==> src/rtl/exe_alu_arbiter.sv <==
// exe_alu_arbiter
//
// Shares one combinational execute-stage ALU between the main pipeline issue
// port (P) and a coprocessor/helper port (C). The granted requester drives the
// ALU inputs. The ALU result is captured into a single-entry response slot that
// is tagged with its owner and returned on that owner's response channel.
//
// Handshake semantics: a request transfers on a rising clk edge where
// x_valid && x_ready. A response transfers on an edge where x_rvalid && x_rready.
// x_ready may depend on x_valid, but x_valid must never depend on x_ready.
// While x_rvalid && !x_rready, x_rdata is held stable.
//
// Arbitration: P has priority. A saturating starvation counter counts the
// grants P wins while C is waiting. Once the counter reaches STARVE_LIMIT,
// C wins the next free slot.
//
// Ports:
//   clk, rst                 clock and asynchronous active-high reset
//   p_valid/p_ready          P request handshake; p_a, p_b, p_op are the request
//   p_rvalid/p_rready        P response handshake; p_rdata is the result
//   c_*                      the same set of signals for the C port
//   alu_a, alu_b, alu_op     ALU inputs, driven combinationally from the grant
//   alu_y                    ALU result, sampled only on an accepting edge
//   c_starved                high while the starve counter equals STARVE_LIMIT
module exe_alu_arbiter #(
  parameter int DATA_WIDTH   = 64,
  parameter int STARVE_LIMIT = 4
) (
  input  logic                  clk,
  input  logic                  rst,
  input  logic                  p_valid,
  output logic                  p_ready,
  input  logic [DATA_WIDTH-1:0] p_a,
  input  logic [DATA_WIDTH-1:0] p_b,
  input  logic [4:0]            p_op,
  output logic                  p_rvalid,
  input  logic                  p_rready,
  output logic [DATA_WIDTH-1:0] p_rdata,
  input  logic                  c_valid,
  output logic                  c_ready,
  input  logic [DATA_WIDTH-1:0] c_a,
  input  logic [DATA_WIDTH-1:0] c_b,
  input  logic [4:0]            c_op,
  output logic                  c_rvalid,
  input  logic                  c_rready,
  output logic [DATA_WIDTH-1:0] c_rdata,
  output logic [DATA_WIDTH-1:0] alu_a,
  output logic [DATA_WIDTH-1:0] alu_b,
  output logic [4:0]            alu_op,
  input  logic [DATA_WIDTH-1:0] alu_y,
  output logic                  c_starved
);

  localparam int SW = $clog2(STARVE_LIMIT + 1);
  localparam logic [SW-1:0] LIMIT = SW'(STARVE_LIMIT);

  typedef enum logic [1:0] {
    GNT_NONE = 2'd0,
    GNT_P    = 2'd1,
    GNT_C    = 2'd2
  } grant_t;

  logic                  res_valid;
  logic                  res_owner;  // 0 = P, 1 = C
  logic [DATA_WIDTH-1:0] res_data;
  logic [SW-1:0]         starve;

  logic   consumed;
  logic   can_accept;
  logic   p_acc;
  logic   c_acc;
  grant_t grant;

  // When the held result is consumed on this edge, the slot is already free,
  // so a new request can be granted in the same cycle.
  assign consumed   = res_valid && (res_owner ? c_rready : p_rready);
  assign can_accept = !res_valid || consumed;

  always_comb begin
    grant = GNT_NONE;
    if (can_accept) begin
      if (c_valid && (!p_valid || starve == LIMIT)) begin
        grant = GNT_C;
      end else if (p_valid) begin
        grant = GNT_P;
      end
    end
  end

  assign p_ready = (grant == GNT_P);
  assign c_ready = (grant == GNT_C);
  assign p_acc   = p_valid && p_ready;
  assign c_acc   = c_valid && c_ready;

  // With no grant, the ALU inputs are parked at zero so that the ALU does not
  // toggle on requests that were not granted.
  always_comb begin
    alu_a  = '0;
    alu_b  = '0;
    alu_op = '0;
    case (grant)
      GNT_P: begin
        alu_a  = p_a;
        alu_b  = p_b;
        alu_op = p_op;
      end
      GNT_C: begin
        alu_a  = c_a;
        alu_b  = c_b;
        alu_op = c_op;
      end
      default: ;
    endcase
  end

  always_ff @(posedge clk or posedge rst) begin
    if (rst) begin
      res_valid <= 1'b0;
      res_owner <= 1'b0;
      res_data  <= '0;
    end else if (p_acc || c_acc) begin
      res_valid <= 1'b1;
      res_owner <= c_acc;
      res_data  <= alu_y;
    end else if (consumed) begin
      res_valid <= 1'b0;
    end
  end

  // The counter clears whenever C is not waiting or C wins. It counts only
  // the grants P wins while C waits. It holds while the slot is blocked.
  always_ff @(posedge clk or posedge rst) begin
    if (rst) begin
      starve <= '0;
    end else if (c_acc || !c_valid) begin
      starve <= '0;
    end else if (p_acc && starve != LIMIT) begin
      starve <= starve + SW'(1);
    end
  end

  assign p_rvalid  = res_valid && !res_owner;
  assign c_rvalid  = res_valid && res_owner;
  assign p_rdata   = p_rvalid ? res_data : '0;
  assign c_rdata   = c_rvalid ? res_data : '0;
  assign c_starved = (starve == LIMIT);

endmodule

==> config.mk <==
export PLATFORM = sky130hd
export DESIGN_NAME = exe_alu_arbiter
export DESIGN_NICKNAME = d
export VERILOG_FILES = /design/src/rtl/exe_alu_arbiter.sv
export SDC_FILE = /design/constraint.sdc
export NUM_CORES = 1
export LEC_CHECK = 0
export ABC_AREA = 1
export BUFFER_PORTS_ARGS = -buffer_cell sky130_fd_sc_hd__buf_2
export CAP_MARGIN = 25
export CORE_AREA = 2 2 236 238
export DETAILED_ROUTE_END_ITERATION = 10
export DIE_AREA = 0 0 238 240
export GPL_TIMING_DRIVEN = 1
export HOLD_SLACK_MARGIN = 0.05
export MAX_ROUTING_LAYER = met4
export SLEW_MARGIN = 5
export SYNTH_ARGS = -nofsm -noshare
export SYNTH_HDL_FRONTEND = slang
export SYNTH_SLANG_ARGS = --single-unit
==> constraint.sdc <==
create_clock -name clk -period 6 [get_ports clk]
set_input_delay 0.3 -clock clk [delete_from_list [all_inputs] [get_ports clk]]
set_output_delay 0.3 -clock clk [all_outputs]
set_load 0.01 [all_outputs]
==> flow_summary.rst, run 1 <==
.. list-table::
   :header-rows: 1

   * - Metric
     - Value
   * - Share of post-route cells with drive strength above 1
     - 43.39%
   * - Final layout net count
     - 1795
   * - Final routed wirelength across all metal layers
     - 30060 um
   * - Initial DRT Pass Iterations
     - 5
   * - HPWL after DPL
     - 23890 um
   * - Initial antenna violation count
     - 4
   * - Clock Skew
     - 8.042 ps
   * - Maximum number of pins on one net before global-route repair
     - 82
   * - Clock tree from TritonCTS
     - yes
   * - Transition time at the pin with the least slew margin
     - 762.0 ps
   * - Outcome
     - completed
   * - Worst VDD drop
     - 0.1933 mV
   * - Final hold violations
     - 0
   * - Synth-to-layout area growth
     - 71.97%
   * - I/O Buffers
     - 601
   * - Post-layout minimum cycle time
     - 4161 ps
   * - Top fanout value on the critical path
     - 63
   * - Clock latency at the later pin of the worst-skew pair
     - 350 ps
   * - Vias in the first global route
     - 7053
   * - Filler cell count in the final layout
     - 6399
   * - Vertical die dimension
     - 240 um
   * - Final setup violation count
     - 0
   * - Last weighted congestion value of the routability-driven placer
     - 0.8703
   * - Post-synthesis average cell area
     - 5.964 sq um
   * - Synth warn
     - 0
   * - Post-route clock period utilization
     - 69.35%
   * - Number of top-level pins
     - 602
   * - Root Driver
     - sky130_fd_sc_hd__clkbuf_16
   * - Flip-flop and latch count after synthesis
     - 69
   * - Avg WL per Cell
     - 13.88 um
   * - Area of the die
     - 0.05712 sq mm
   * - Power spent charging and discharging nets
     - 0.001330 W
   * - Total negative slack
     - 0 ps
   * - Final count of pins violating max slew
     - 0
   * - Cell area after technology mapping
     - 0.005469 sq mm
   * - Via density
     - 3.744
   * - Clock Sink Count
     - 69
   * - Total clock buffers created by CTS
     - 9
   * - Lkg Pwr
     - 5.069 nW
   * - Synthesized instance count
     - 917
   * - Deepest clock path buffer count
     - 2
   * - Global-route congestion overflow total
     - 0
   * - Final cell utilization of the core
     - 17.21%
   * - Library cells used by synthesis
     - 17
   * - Number of remaining DRC errors
     - 0
   * - Class of the tightest hold or removal check
     - in2reg
   * - Power per standard cell area
     - 302.6 mW/mm^2
   * - Sequential share of power
     - 25.1%
   * - Wire length of the first global-routing pass
     - 40670 um
   * - Maximum achievable frequency
     - 0.2403 GHz
   * - Yosys top cell by area
     - sky130_fd_sc_hd__dfrtp_1
   * - Critical Path Sink Type
     - output port
   * - Arr. time, crit path
     - 3860 ps
   * - Area fraction of the dominant cell type after synthesis
     - 31.57%
   * - Post-CTS setup buffers
     - 0
   * - Iter 0 DRT Violations
     - 614
   * - Synth area leaders
     - sky130_fd_sc_hd__dfrtp_1 32%, sky130_fd_sc_hd__nand2_1 15%, sky130_fd_sc_hd__nand3_1 12%
   * - Sw Ratio
     - 46.74%
   * - Count of vias placed by the detailed router
     - 8110
   * - Max-slew headroom
     - 49.20%
   * - Start-to-end type of the worst setup path
     - reg2out
   * - Clock slew at reported path FFs
     - 60 ps
   * - Share of power burned in combinational logic
     - 55.4%
   * - Combined global-route utilization of all metal layers
     - 9.646%
   * - Number of nets still failing antenna checks after routing
     - 0
   * - Unrepaired setup endpoints after global routing
     - false
   * - Initial Util
     - 10.01%
   * - CTS H-tree lvls
     - 3
   * - Nets in the synthesized netlist
     - 1257
   * - Die Span X
     - 238 um
   * - Fraction of power consumed by the clock network
     - 19.5%
   * - Max-cap check violation count
     - 0
   * - Core ar.
     - 0.05466 sq mm
   * - Number of standard-cell rows in the floorplan
     - 86
   * - Sequential area share after synthesis
     - 31.57%
   * - Cell-internal power
     - 0.001516 W
   * - Endpoint required time on the critical path
     - 5700 ps
   * - Startpoint Class
     - flop
state kept, by name, summed over array words and instances (netlist names):
signal	flops
res_valid	1
starve	3
res_data	64
res_owner	1
cells in the mapped netlist:
cell type	instances
sky130_fd_sc_hd__buf_6	6
sky130_fd_sc_hd__o21ai_0	66
sky130_fd_sc_hd__buf_2	23
sky130_fd_sc_hd__buf_4	1
sky130_fd_sc_hd__nand3_2	1
sky130_fd_sc_hd__a21oi_4	1
sky130_fd_sc_hd__dfrtp_1	69
sky130_fd_sc_hd__clkbuf_1	54
sky130_fd_sc_hd__inv_1	76
sky130_fd_sc_hd__nand2_1	213
sky130_fd_sc_hd__xor2_1	1
sky130_fd_sc_hd__buf_1	2
sky130_fd_sc_hd__nor2_1	130
sky130_fd_sc_hd__nand4_1	2
sky130_fd_sc_hd__a21oi_1	133
sky130_fd_sc_hd__ha_1	4
sky130_fd_sc_hd__nand3_1	135
what timing repair did:
action,4_1_cts,5_1_grt
gates resized for setup,0,0
setup endpoints to repair,0,0
hold endpoints to repair,20,0
hold buffers,1,0
cell families (layout without fill, tap and decap cells):
logic type	Yosys count	count (layout)	share of synthesized area, %
AO/OA/AOI/OAI	200	200	18.51
XOR/XNOR	1	1	0.1602
adder cells (fa/ha/maj)	4	4	0.9152
buffers and inverters	162	704	12.54
flip-flops	69	69	31.57
other	0	3	0
AND/OR/NAND/NOR	481	481	36.31
worst max-delay path, cell delays in order (launching register included):
cell	delay (ps)
sky130_fd_sc_hd__dfrtp_1	370
sky130_fd_sc_hd__inv_1	80
sky130_fd_sc_hd__nand2_1	100
sky130_fd_sc_hd__nand3_4	550
sky130_fd_sc_hd__nand2_1	490
sky130_fd_sc_hd__ha_4	580
sky130_fd_sc_hd__buf_4	590
sky130_fd_sc_hd__nand2_1	100
sky130_fd_sc_hd__a21oi_1	320
sky130_fd_sc_hd__buf_2	210
layout make-up:
type,count,area (sq um),area share (%)
Inverter,76,286.5,3.046
Clock buffer,12,256.5,2.727
Multi-Input combinational cell,686,3089,32.85
Timing Repair Buffer,613,3113,33.10
Clock inverter,3,45.04,0.4789
Tap cell,704,880.8,9.365
Sequential cell,69,1727,18.36
Antenna cell,3,7.507,0.07982
power groups by stage:
stage / Clock (W) / Combinational (W) / Sequential (W)
final: 0.000556 / 0.00158 / 0.000715
after global routing: 0.000603 / 0.00175 / 0.000737
after CTS: 0.000591 / 0.00159 / 0.000716
after detailed placement: 0 / 0.00158 / 0.000725
after global placement: 0 / 0.00158 / 0.000718
after floorplan: 0 / 0.000953 / 0.000710
final timing paths:
| kind | from | end | slack [ps] | depth (start not counted) |
|---|---|---|---|---|
| max reg2reg | res_owner | res_data[18] | 2360 | 9 |
| max | res_owner | alu_b[44] | 1840 | 9 |
| min in group asynchronous | rst | res_owner | 500 | 3 |
| min | alu_y[50] | res_data[50] | 150 | 3 |
| max in group asynchronous | rst | res_data[47] | 4470 | 4 |
| min reg2reg | starve[0] | starve[0] | 530 | 2 |
cells in the final DEF (no fill, tap or decap), types with 2 or more instances in the layout:
master	synthesis	routed
sky130_fd_sc_hd__inv_1	76	75
sky130_fd_sc_hd__dfrtp_1	69	69
sky130_fd_sc_hd__nand3_1	135	135
sky130_fd_sc_hd__buf_4	1	10
sky130_fd_sc_hd__nand2_2	0	2
sky130_fd_sc_hd__nand4_1	2	2
sky130_fd_sc_hd__nand2_1	213	210
sky130_fd_sc_hd__clkbuf_8	0	2
sky130_fd_sc_hd__o21ai_0	66	66
sky130_fd_sc_hd__diode_2	0	3
sky130_fd_sc_hd__clkbuf_16	0	9
sky130_fd_sc_hd__ha_1	4	3
sky130_fd_sc_hd__a21oi_1	133	133
sky130_fd_sc_hd__clkinvlp_4	0	2
sky130_fd_sc_hd__buf_2	23	601
sky130_fd_sc_hd__nor2_1	130	130
through the flow:
stage	power [W]	setup slack (ps)	std cells	hold slack (ps)	instance area, sq um
floorplan	0.001663	3377	917	421.0	5469
global placement	0.002299	2225	2147	320.5	9086
detailed placement	0.002301	2255	2147	325.7	9086
CTS	0.002894	1850	2163	117.1	9398
global route	0.003089	1549	2166	141.4	9405
finish	0.002846	1839	2166	150.6	9405
metal layers:
layer,wire length (um),GRT usage (%)
met5,0,-
met4,1160,4.697
met3,2437,2.641
met2,14090,15.27
met1,12360,11.31
Power figures use the tool's default switching activity.
==> run 2: changes to the inputs <==
--- a/config.mk
+++ b/config.mk
@@ -5,12 +5,12 @@
 export SDC_FILE = /design/constraint.sdc
 export NUM_CORES = 1
 export LEC_CHECK = 0
-export ABC_AREA = 1
+export ABC_AREA = 0
 export BUFFER_PORTS_ARGS = -buffer_cell sky130_fd_sc_hd__buf_2
 export CAP_MARGIN = 25
-export CORE_AREA = 2 2 236 238
+export CORE_AREA = 2 2 232 234
 export DETAILED_ROUTE_END_ITERATION = 10
-export DIE_AREA = 0 0 238 240
+export DIE_AREA = 0 0 234 236
 export GPL_TIMING_DRIVEN = 1
 export HOLD_SLACK_MARGIN = 0.05
 export MAX_ROUTING_LAYER = met4
==> constraint.sdc (replaced) <==
create_clock -name clk -period 3.4 [get_ports clk]
set_input_delay 0.17 -clock clk [delete_from_list [all_inputs] [get_ports clk]]
set_output_delay 0.17 -clock clk [all_outputs]
set_load 0.01 [all_outputs]
==> flow_summary.rst, run 2 <==
.. list-table::
   :header-rows: 1

   * - Metric
     - Value
   * - Outcome
     - completed
   * - Wire length of the first global-routing pass
     - 43500 um (+7.0%)
   * - Sequential area share after synthesis
     - 28.94% (-2.6 points)
   * - Synth warn
     - 0 (unchanged)
   * - Maximum number of pins on one net before global-route repair
     - 68 (-17%)
   * - Deepest clock path buffer count
     - 2 (unchanged)
   * - Max-slew headroom
     - 46.89% (-2.3 points)
   * - Max-cap check violation count
     - 0 (unchanged)
   * - Largest register by flop count
     - res_data
   * - Post-synthesis average cell area
     - 9.365 sq um (+57%)
   * - Final hold violations
     - 0 (unchanged)
   * - Final cell utilization of the core
     - 20.00% (+2.8 points)
   * - Die Span X
     - 234 um (-1.7%)
   * - Filler cell count in the final layout
     - 5921 (-7.5%)
   * - Number of top-level pins
     - 602 (unchanged)
   * - Top fanout value on the critical path
     - 42 (-33%)
   * - Power spent charging and discharging nets
     - 0.001814 W (+36%)
   * - Startpoint Class
     - flop
   * - Final setup violation count
     - 0 (unchanged)
   * - Combined global-route utilization of all metal layers
     - 10.88% (+1.2 points)
   * - FFs w/ async S/R, synth
     - 100.0% (unchanged)
   * - Initial Util
     - 11.24% (+1.2 points)
   * - Nets in the synthesized netlist
     - 977 (-22%)
   * - Critical Path Sink Type
     - output port
   * - Sw Ratio
     - 40.30% (-6.4 points)
   * - Iter 0 DRT Violations
     - 437 (-29%)
   * - HPWL after DPL
     - 26000 um (+8.8%)
   * - Worst VDD drop
     - 0.2026 mV (+4.8%)
   * - Transition time at the pin with the least slew margin
     - 796.6 ps (+34.65 ps)
   * - Most numerous cell types in the synthesized netlist
     - 70 x sky130_fd_sc_hd__a22oi_2, 70 x sky130_fd_sc_hd__nor2_2, 69 x sky130_fd_sc_hd__dfrtp_1
   * - Start-to-end type of the worst setup path
     - reg2out
   * - Cell-internal power
     - 0.002688 W (+77%)
   * - Synth area leaders
     - sky130_fd_sc_hd__dfrtp_1 29%, sky130_fd_sc_hd__a22oi_2 15%, sky130_fd_sc_hd__mux2_2 12%
   * - Final routed wirelength across all metal layers
     - 31540 um (+4.9%)
   * - Synth-to-layout area growth
     - 77.91%
   * - Endpoint required time on the critical path
     - 3230 ps (-2470 ps)
   * - Via density
     - 3.745 (about the same)
   * - Sequential share of power
     - 28.5% (+3.4 points)
   * - Core ar.
     - 0.05307 sq mm (-2.9%)
   * - Root Driver
     - sky130_fd_sc_hd__clkbuf_16
   * - Share of post-route cells with drive strength above 1
     - 67.43% (+24 points)
   * - I/O Buffers
     - 601 (unchanged)
   * - CTS H-tree lvls
     - 3 (unchanged)
   * - Most used flip-flop cell after synthesis
     - sky130_fd_sc_hd__dfrtp_1
   * - Commonest cells after routing, fill and taps aside
     - 601 x sky130_fd_sc_hd__buf_2, 71 x sky130_fd_sc_hd__a22oi_2, 70 x sky130_fd_sc_hd__nor2_2
   * - Global-route congestion overflow total
     - 0 (unchanged)
   * - Max reg flops
     - 64 (unchanged)
   * - Class of the tightest hold or removal check
     - in2reg
   * - Unrepaired setup endpoints after global routing
     - false
   * - Clock latency at the later pin of the worst-skew pair
     - 350 ps (about the same)
   * - Leading registers by flop count
     - res_data x64, starve x3
   * - # resized after CTS
     - 0 (unchanged)
   * - Clock slew at reported path FFs
     - 60 ps (about the same)
   * - Lkg Pwr
     - 5.523 nW (+8.9%)
   * - Clock Skew
     - 8.384 ps (+0.3420 ps)
   * - Total negative slack
     - 0 ps (unchanged)
   * - Vias in the first global route
     - 6931 (-1.7%)
   * - Final layout net count
     - 1603 (-11%)
   * - Flip-flop and latch count after synthesis
     - 69 (unchanged)
   * - Arr. time, crit path
     - 2880 ps (-980 ps)
   * - Library cells used by synthesis
     - 30 (+13)
   * - Number of nets still failing antenna checks after routing
     - 0 (unchanged)
   * - Area of the die
     - 0.05522 sq mm (-3.3%)
   * - Number of flops mapped to enable cells by yosys
     - 0 (unchanged)
   * - Clock tree from TritonCTS
     - yes
   * - Final count of pins violating max slew
     - 0 (unchanged)
   * - Vertical die dimension
     - 236 um (-1.7%)
   * - Clock Sink Count
     - 69 (unchanged)
   * - Fraction of power consumed by the clock network
     - 21.8% (+2.3 points)
   * - Power per standard cell area
     - 424.2 mW/mm^2 (+40%)
   * - Last weighted congestion value of the routability-driven placer
     - 0.8776 (+0.84%)
   * - Number of standard-cell rows in the floorplan
     - 85 (-1.2%)
   * - Number of remaining DRC errors
     - 0 (unchanged)
   * - Total clock buffers created by CTS
     - 9 (unchanged)
   * - Initial antenna violation count
     - 15 (+11)
   * - Most common cell after layout, fill and taps aside
     - sky130_fd_sc_hd__buf_2
   * - Initial DRT Pass Iterations
     - 5 (unchanged)
   * - Yosys top cell by area
     - sky130_fd_sc_hd__dfrtp_1
   * - Area fraction of the dominant cell type after synthesis
     - 28.94% (-2.6 points)
   * - Maximum achievable frequency
     - 0.3282 GHz
   * - Share of power burned in combinational logic
     - 49.7% (-5.7 points)
   * - Count of vias placed by the detailed router
     - 7397 (-8.8%)
   * - Cell area after technology mapping
     - 0.005966 sq mm (+9.1%)
   * - Synthesized instance count
     - 637 (-31%)
   * - Post-route clock period utilization
     - 89.61%
   * - Avg WL per Cell
     - 15.97 um (+15%)
   * - Post-layout minimum cycle time
     - 3047 ps
run 2: changes by cell type after synthesis, moves of 14 or more:
cell                       delta
sky130_fd_sc_hd__a21oi_1    -131
sky130_fd_sc_hd__nand3_1    -134
sky130_fd_sc_hd__o21ai_0     -65
sky130_fd_sc_hd__clkbuf_1    -14
sky130_fd_sc_hd__and2_1      +65
sky130_fd_sc_hd__nor2_2      +70
sky130_fd_sc_hd__and3_1      +65
sky130_fd_sc_hd__a22oi_2     +70
sky130_fd_sc_hd__a22oi_1     +64
sky130_fd_sc_hd__mux2_2      +64
sky130_fd_sc_hd__inv_1       -71
sky130_fd_sc_hd__nor2_1      -65
sky130_fd_sc_hd__nand2_1    -207
run 2: area by class of cell:
type | count | area (sq um) | area share (%)
Tap cell | 696 | 870.8 | 8.205
Multi-Input combinational cell | 490 | 3797 | 35.78
Inverter | 6 | 27.53 | 0.2593
Timing Repair Buffer | 687 | 3859 | 36.36
Sequential cell | 69 | 1729 | 16.29
Antenna cell | 11 | 27.53 | 0.2593
Clock inverter | 7 | 77.57 | 0.7309
Clock buffer | 9 | 225.2 | 2.122
run 2: cells by family after synthesis:
group,after synthesis,synth area share [%]
adders and majority gates,4,0.8390
and+or+nand+nor,279,26.43
DFF,69,28.94
AOI/OAI and AO/OA,141,23.55
muxes,66,12.42
buffers and inverters,78,7.823
run 2: metal layers:
metal | global-route usage, % | up-vias | share of wire, %
li1 | - | 3535 | -
met1 | 13.31 | 3471 | 43
met2 | 17.43 | 372 | 47
met3 | 3.711 | 19 | 9.3
met4 | 1.880 | 0 | 1.0
met5 | - | - | 0
run 2: per-stage QoR:
stage	cell area [sq um]	hold WS (ps)	total power (W)	std cells	worst slack, ps
3_3_place_gp	9663	259.5	0.003468	1886	713.6
3_5_place_dp	9663	260.0	0.003481	1886	698.5
2_1_floorplan	5966	309.7	0.002531	637	963.6
6_report	10610	68.95	0.004502	1975	353.1
5_1_grt	10610	62.31	0.004801	1975	162.5
4_1_cts	10590	50.26	0.004561	1964	329.8
run 2: power by group through the flow:
stage	Clock, W	Combinational, W	Sequential (W)
3_5_place_dp	0	0.00219	0.00129
3_3_place_gp	0	0.00218	0.00129
5_1_grt	0.00106	0.00242	0.00132
6_report	0.000982	0.00224	0.00128
4_1_cts	0.00103	0.00225	0.00128
2_1_floorplan	0	0.00133	0.00120
run 2: worst paths after layout:
| check | endpoint | cells past startpoint | start | slack, ps |
|---|---|---|---|---|
| min reg2reg | res_data[29] | 1 | res_data[29] | 510 |
| min in group asynchronous | res_data[32] | 3 | rst | 430 |
| max | alu_b[63] | 10 | starve[0] | 350 |
| min | res_data[62] | 2 | alu_y[62] | 70 |
| max in group asynchronous | res_valid | 4 | rst | 2210 |
| max reg2reg | starve[0] | 12 | starve[0] | 710 |
run 2: critical path, stage by stage, from the launching register on:
cell,delay [ps]
sky130_fd_sc_hd__dfrtp_1,390
sky130_fd_sc_hd__inv_1,80
sky130_fd_sc_hd__ha_1,160
sky130_fd_sc_hd__nand2_1,90
sky130_fd_sc_hd__nand2_1,160
sky130_fd_sc_hd__nand2_1,80
sky130_fd_sc_hd__and3_1,210
sky130_fd_sc_hd__ha_4,700
sky130_fd_sc_hd__buf_4,360
sky130_fd_sc_hd__nor2_1,80
sky130_fd_sc_hd__buf_2,160
run 2: repair_timing:
action,4_1_cts,5_1_grt
endpoints found under the hold margin,86,0
buffers inserted,0,0
hold buffers,62,0
setup endpoints to repair,0,0
==> run 3: changes to the inputs <==
--- a/config.mk
+++ b/config.mk
@@ -14,6 +14,7 @@
 export GPL_TIMING_DRIVEN = 1
 export HOLD_SLACK_MARGIN = 0.05
 export MAX_ROUTING_LAYER = met4
+export RECOVER_POWER = 100
 export SLEW_MARGIN = 5
 export SYNTH_ARGS = -nofsm -noshare
 export SYNTH_HDL_FRONTEND = slang
==> constraint.sdc (replaced) <==
create_clock -name clk -period 3.4 [get_ports clk]
set_input_delay 0.68 -clock clk [delete_from_list [all_inputs] [get_ports clk]]
set_output_delay 0.68 -clock clk [all_outputs]
set_load 0.01 [all_outputs]
==> flow_summary.rst, run 3 (synthesis gave the netlist of run 2 again) <==
.. list-table::
   :header-rows: 1

   * - Metric
     - Value
   * - Wire length of the first global-routing pass
     - 43330 um (-0.40%)
   * - Synth-to-layout area growth
     - 72.63%
   * - Deepest clock path buffer count
     - 2 (unchanged)
   * - Vertical die dimension
     - 236 um (unchanged)
   * - Outcome
     - completed
   * - Final routed wirelength across all metal layers
     - 31640 um (+0.32%)
   * - Initial DRT Pass Iterations
     - 5 (unchanged)
   * - Fraction of power consumed by the clock network
     - 21.3% (-0.5 points)
   * - Avg WL per Cell
     - 16.19 um (+1.3%)
   * - Number of remaining DRC errors
     - 0 (unchanged)
   * - Count of vias placed by the detailed router
     - 7404 (+0.095%)
   * - Leading registers by flop count
     - res_data x64, starve x3
   * - Post-layout minimum cycle time
     - 3299 ps (+252.5 ps)
   * - Global-route congestion overflow total
     - 0 (unchanged)
   * - Overall power after layout
     - 0.004520 W (+0.40%)
   * - Slowest CP cell
     - sky130_fd_sc_hd__dfrtp_1
   * - Final layout net count
     - 1582 (-1.3%)
   * - Max reg flops
     - 64 (unchanged)
   * - Start-to-end type of the worst setup path
     - reg2out
   * - Share of post-route cells with drive strength above 1
     - 67.01% (-0.41 points)
   * - Area of the die
     - 0.05522 sq mm (unchanged)
   * - Last weighted congestion value of the routability-driven placer
     - 0.9545 (+8.8%)
   * - Power per standard cell area
     - 438.9 mW/mm^2 (+3.5%)
   * - Top fanout value on the critical path
     - 19 (-55%)
   * - Clock Sink Count
     - 69 (unchanged)
   * - Startpoint Class
     - flop
   * - Root Driver
     - sky130_fd_sc_hd__clkbuf_16
   * - DP Worst Slack
     - 129.7 ps (-568.8 ps)
   * - Clock tree from TritonCTS
     - yes
   * - Class of the tightest hold or removal check
     - in2async
   * - Post-route clock period utilization
     - 97.04% (+7.4 points)
   * - Core ar.
     - 0.05307 sq mm (unchanged)
   * - Iter 0 DRT Violations
     - 400 (-8.5%)
   * - Count of buffering cells on the critical path with inverters included
     - 3 (unchanged)
   * - Share of power burned in combinational logic
     - 50.5% (+0.8 points)
   * - Final setup violation count
     - 0 (unchanged)
   * - I/O Buffers
     - 601 (unchanged)
   * - Arr. time, crit path
     - 2620 ps (-260 ps)
   * - Commonest cells after routing, fill and taps aside
     - 538 x sky130_fd_sc_hd__buf_2, 72 x sky130_fd_sc_hd__a22oi_2, 70 x sky130_fd_sc_hd__nor2_2
   * - Vias in the first global route
     - 6742 (-2.7%)
   * - Initial antenna violation count
     - 12 (-3)
   * - Initial Util
     - 11.24% (unchanged)
   * - CTS H-tree lvls
     - 3 (unchanged)
   * - Count of hold-fix buffers inserted at cts
     - 0 (-100%)
   * - Largest register by flop count
     - res_data
   * - Number of nets still failing antenna checks after routing
     - 0 (unchanged)
   * - Clock Skew
     - 7.637 ps (-0.7473 ps)
   * - Number of top-level pins
     - 602 (unchanged)
   * - Max-slew headroom
     - 8.090% (-39 points)
   * - Most used cell, CP
     - sky130_fd_sc_hd__nand2_1
   * - Clock slew at reported path FFs
     - 60 ps (about the same)
   * - Critical Path Sink Type
     - output port
   * - Number of standard-cell rows in the floorplan
     - 85 (unchanged)
   * - Cell-internal power
     - 0.002731 W (+1.6%)
   * - Longest individual stage delay on the worst path
     - 370 ps (-330 ps)
   * - Max-cap check violation count
     - 0 (unchanged)
   * - Post-route worst setup slack
     - 100.6 ps (-252.5 ps)
   * - Maximum achievable frequency
     - 0.3031 GHz (-7.7%)
   * - Final count of pins violating max slew
     - 0 (unchanged)
   * - Clock latency at the later pin of the worst-skew pair
     - 350 ps (about the same)
   * - Unrepaired setup endpoints after global routing
     - true
   * - Maximum number of pins on one net before global-route repair
     - 66 (-2.9%)
   * - Cell family contributing the most delay on the critical path
     - simple AND/OR/NAND/NOR gates
   * - Filler cell count in the final layout
     - 5982 (+1.0%)
   * - HPWL after DPL
     - 26890 um (+3.5%)
   * - Die Span X
     - 234 um (unchanged)
   * - Transition time at the pin with the least slew margin
     - 1379 ps (+582.0 ps)
   * - Worst VDD drop
     - 0.2207 mV (+8.9%)
   * - Total clock buffers created by CTS
     - 9 (unchanged)
   * - Combined global-route utilization of all metal layers
     - 10.94% (+0.061 points)
   * - Final hold violations
     - 0 (unchanged)
   * - Via density
     - 3.787 (+1.1%)
   * - Sequential share of power
     - 28.2% (-0.3 points)
   * - Endpoint required time on the critical path
     - 2720 ps (-510 ps)
   * - Power spent charging and discharging nets
     - 0.001790 W (-1.4%)
   * - CP cell instances
     - inv_1 -> ha_1 -> nand2_1 -> nand2_2 -> nand2_1 -> and3_1 -> ha_4 -> buf_4 -> a22oi_1 -> nor2_1 -> buf_2
   * - Most common cell after layout, fill and taps aside
     - sky130_fd_sc_hd__buf_2
   * - Sw Ratio
     - 39.59% (-0.71 points)
   * - Lkg Pwr
     - 5.215 nW (-5.6%)
==> run 3: cell types whose count changed in the layout (fill, tap and decap cells not counted), sizes merged <==
cell / change
inv: -3
buf: -26
diode: +2
dlygate4sd3: -62
clkbuf: +69
==> run 3: final timing paths <==
kind                       depth (start not counted)        start            to  slack (ps)
setup / recovery                                  11    starve[0]     alu_b[63]         100
hold / removal                                     2          rst  res_data[61]         450
setup reg to reg                                  11    res_owner  res_data[52]         740
hold reg to reg                                    1  res_data[9]   res_data[9]         520
max in group asynchronous                          3          rst     res_valid        1040
min in group clk                                   1  res_data[9]   res_data[9]         520
==> run 3: repair_timing <==
action                     4_1_cts  5_1_grt
setup endpoints to repair        0       18
resized for setup                0        3
buffers inserted                 0        4
==> run 3: through the flow <==
step           instance area [sq um]  utilization, %  hold slack (ps)  TNS, ps  instances
2_1_floorplan                   5966               -            485.0        0        637
3_3_place_gp                   10030           18.90            499.8        0       1923
3_5_place_dp                   10030           18.90            504.4        0       1923
4_1_cts                        10330           19.46            316.5        0       1938
5_1_grt                        10290           19.39            508.8   -43.78       1952
6_report                       10300           19.41            449.5        0       1955
==> run 3: final cells by class <==
class                           instances  area (sq um)  area share [%]
Tap cell                              696         870.8           8.456
Antenna cell                           13         32.53          0.3159
Inverter                                6         27.53          0.2673
Multi-Input combinational cell        490          3800           36.90
Timing Repair Buffer                  666          3540           34.37
Clock buffer                           11         242.7           2.357
Clock inverter                          4         56.30          0.5467
Sequential cell                        69          1729           16.79
==> run 3: power by group through the flow <==
| stage | combinational, W | clock, W | sequential, W |
|---|---|---|---|
| after floorplan | 0.00133 | 0 | 0.00120 |
| after CTS | 0.00233 | 0.00101 | 0.00127 |
| after global placement | 0.00232 | 0 | 0.00128 |
| after detailed placement | 0.00232 | 0 | 0.00129 |
| final | 0.00228 | 0.000962 | 0.00127 |
| after global routing | 0.00248 | 0.00103 | 0.00132 |
==> run 3: routing by layer <==
| metal | GRT usage (%) | vias to the layer above | part of all wire, % |
|---|---|---|---|
| li1 | - | 3501 | - |
| met1 | 13.53 | 3475 | 42 |
| met2 | 17.29 | 406 | 47 |
| met3 | 3.796 | 22 | 10 |
| met4 | 1.918 | 0 | 1.2 |
| met5 | - | - | 0 |
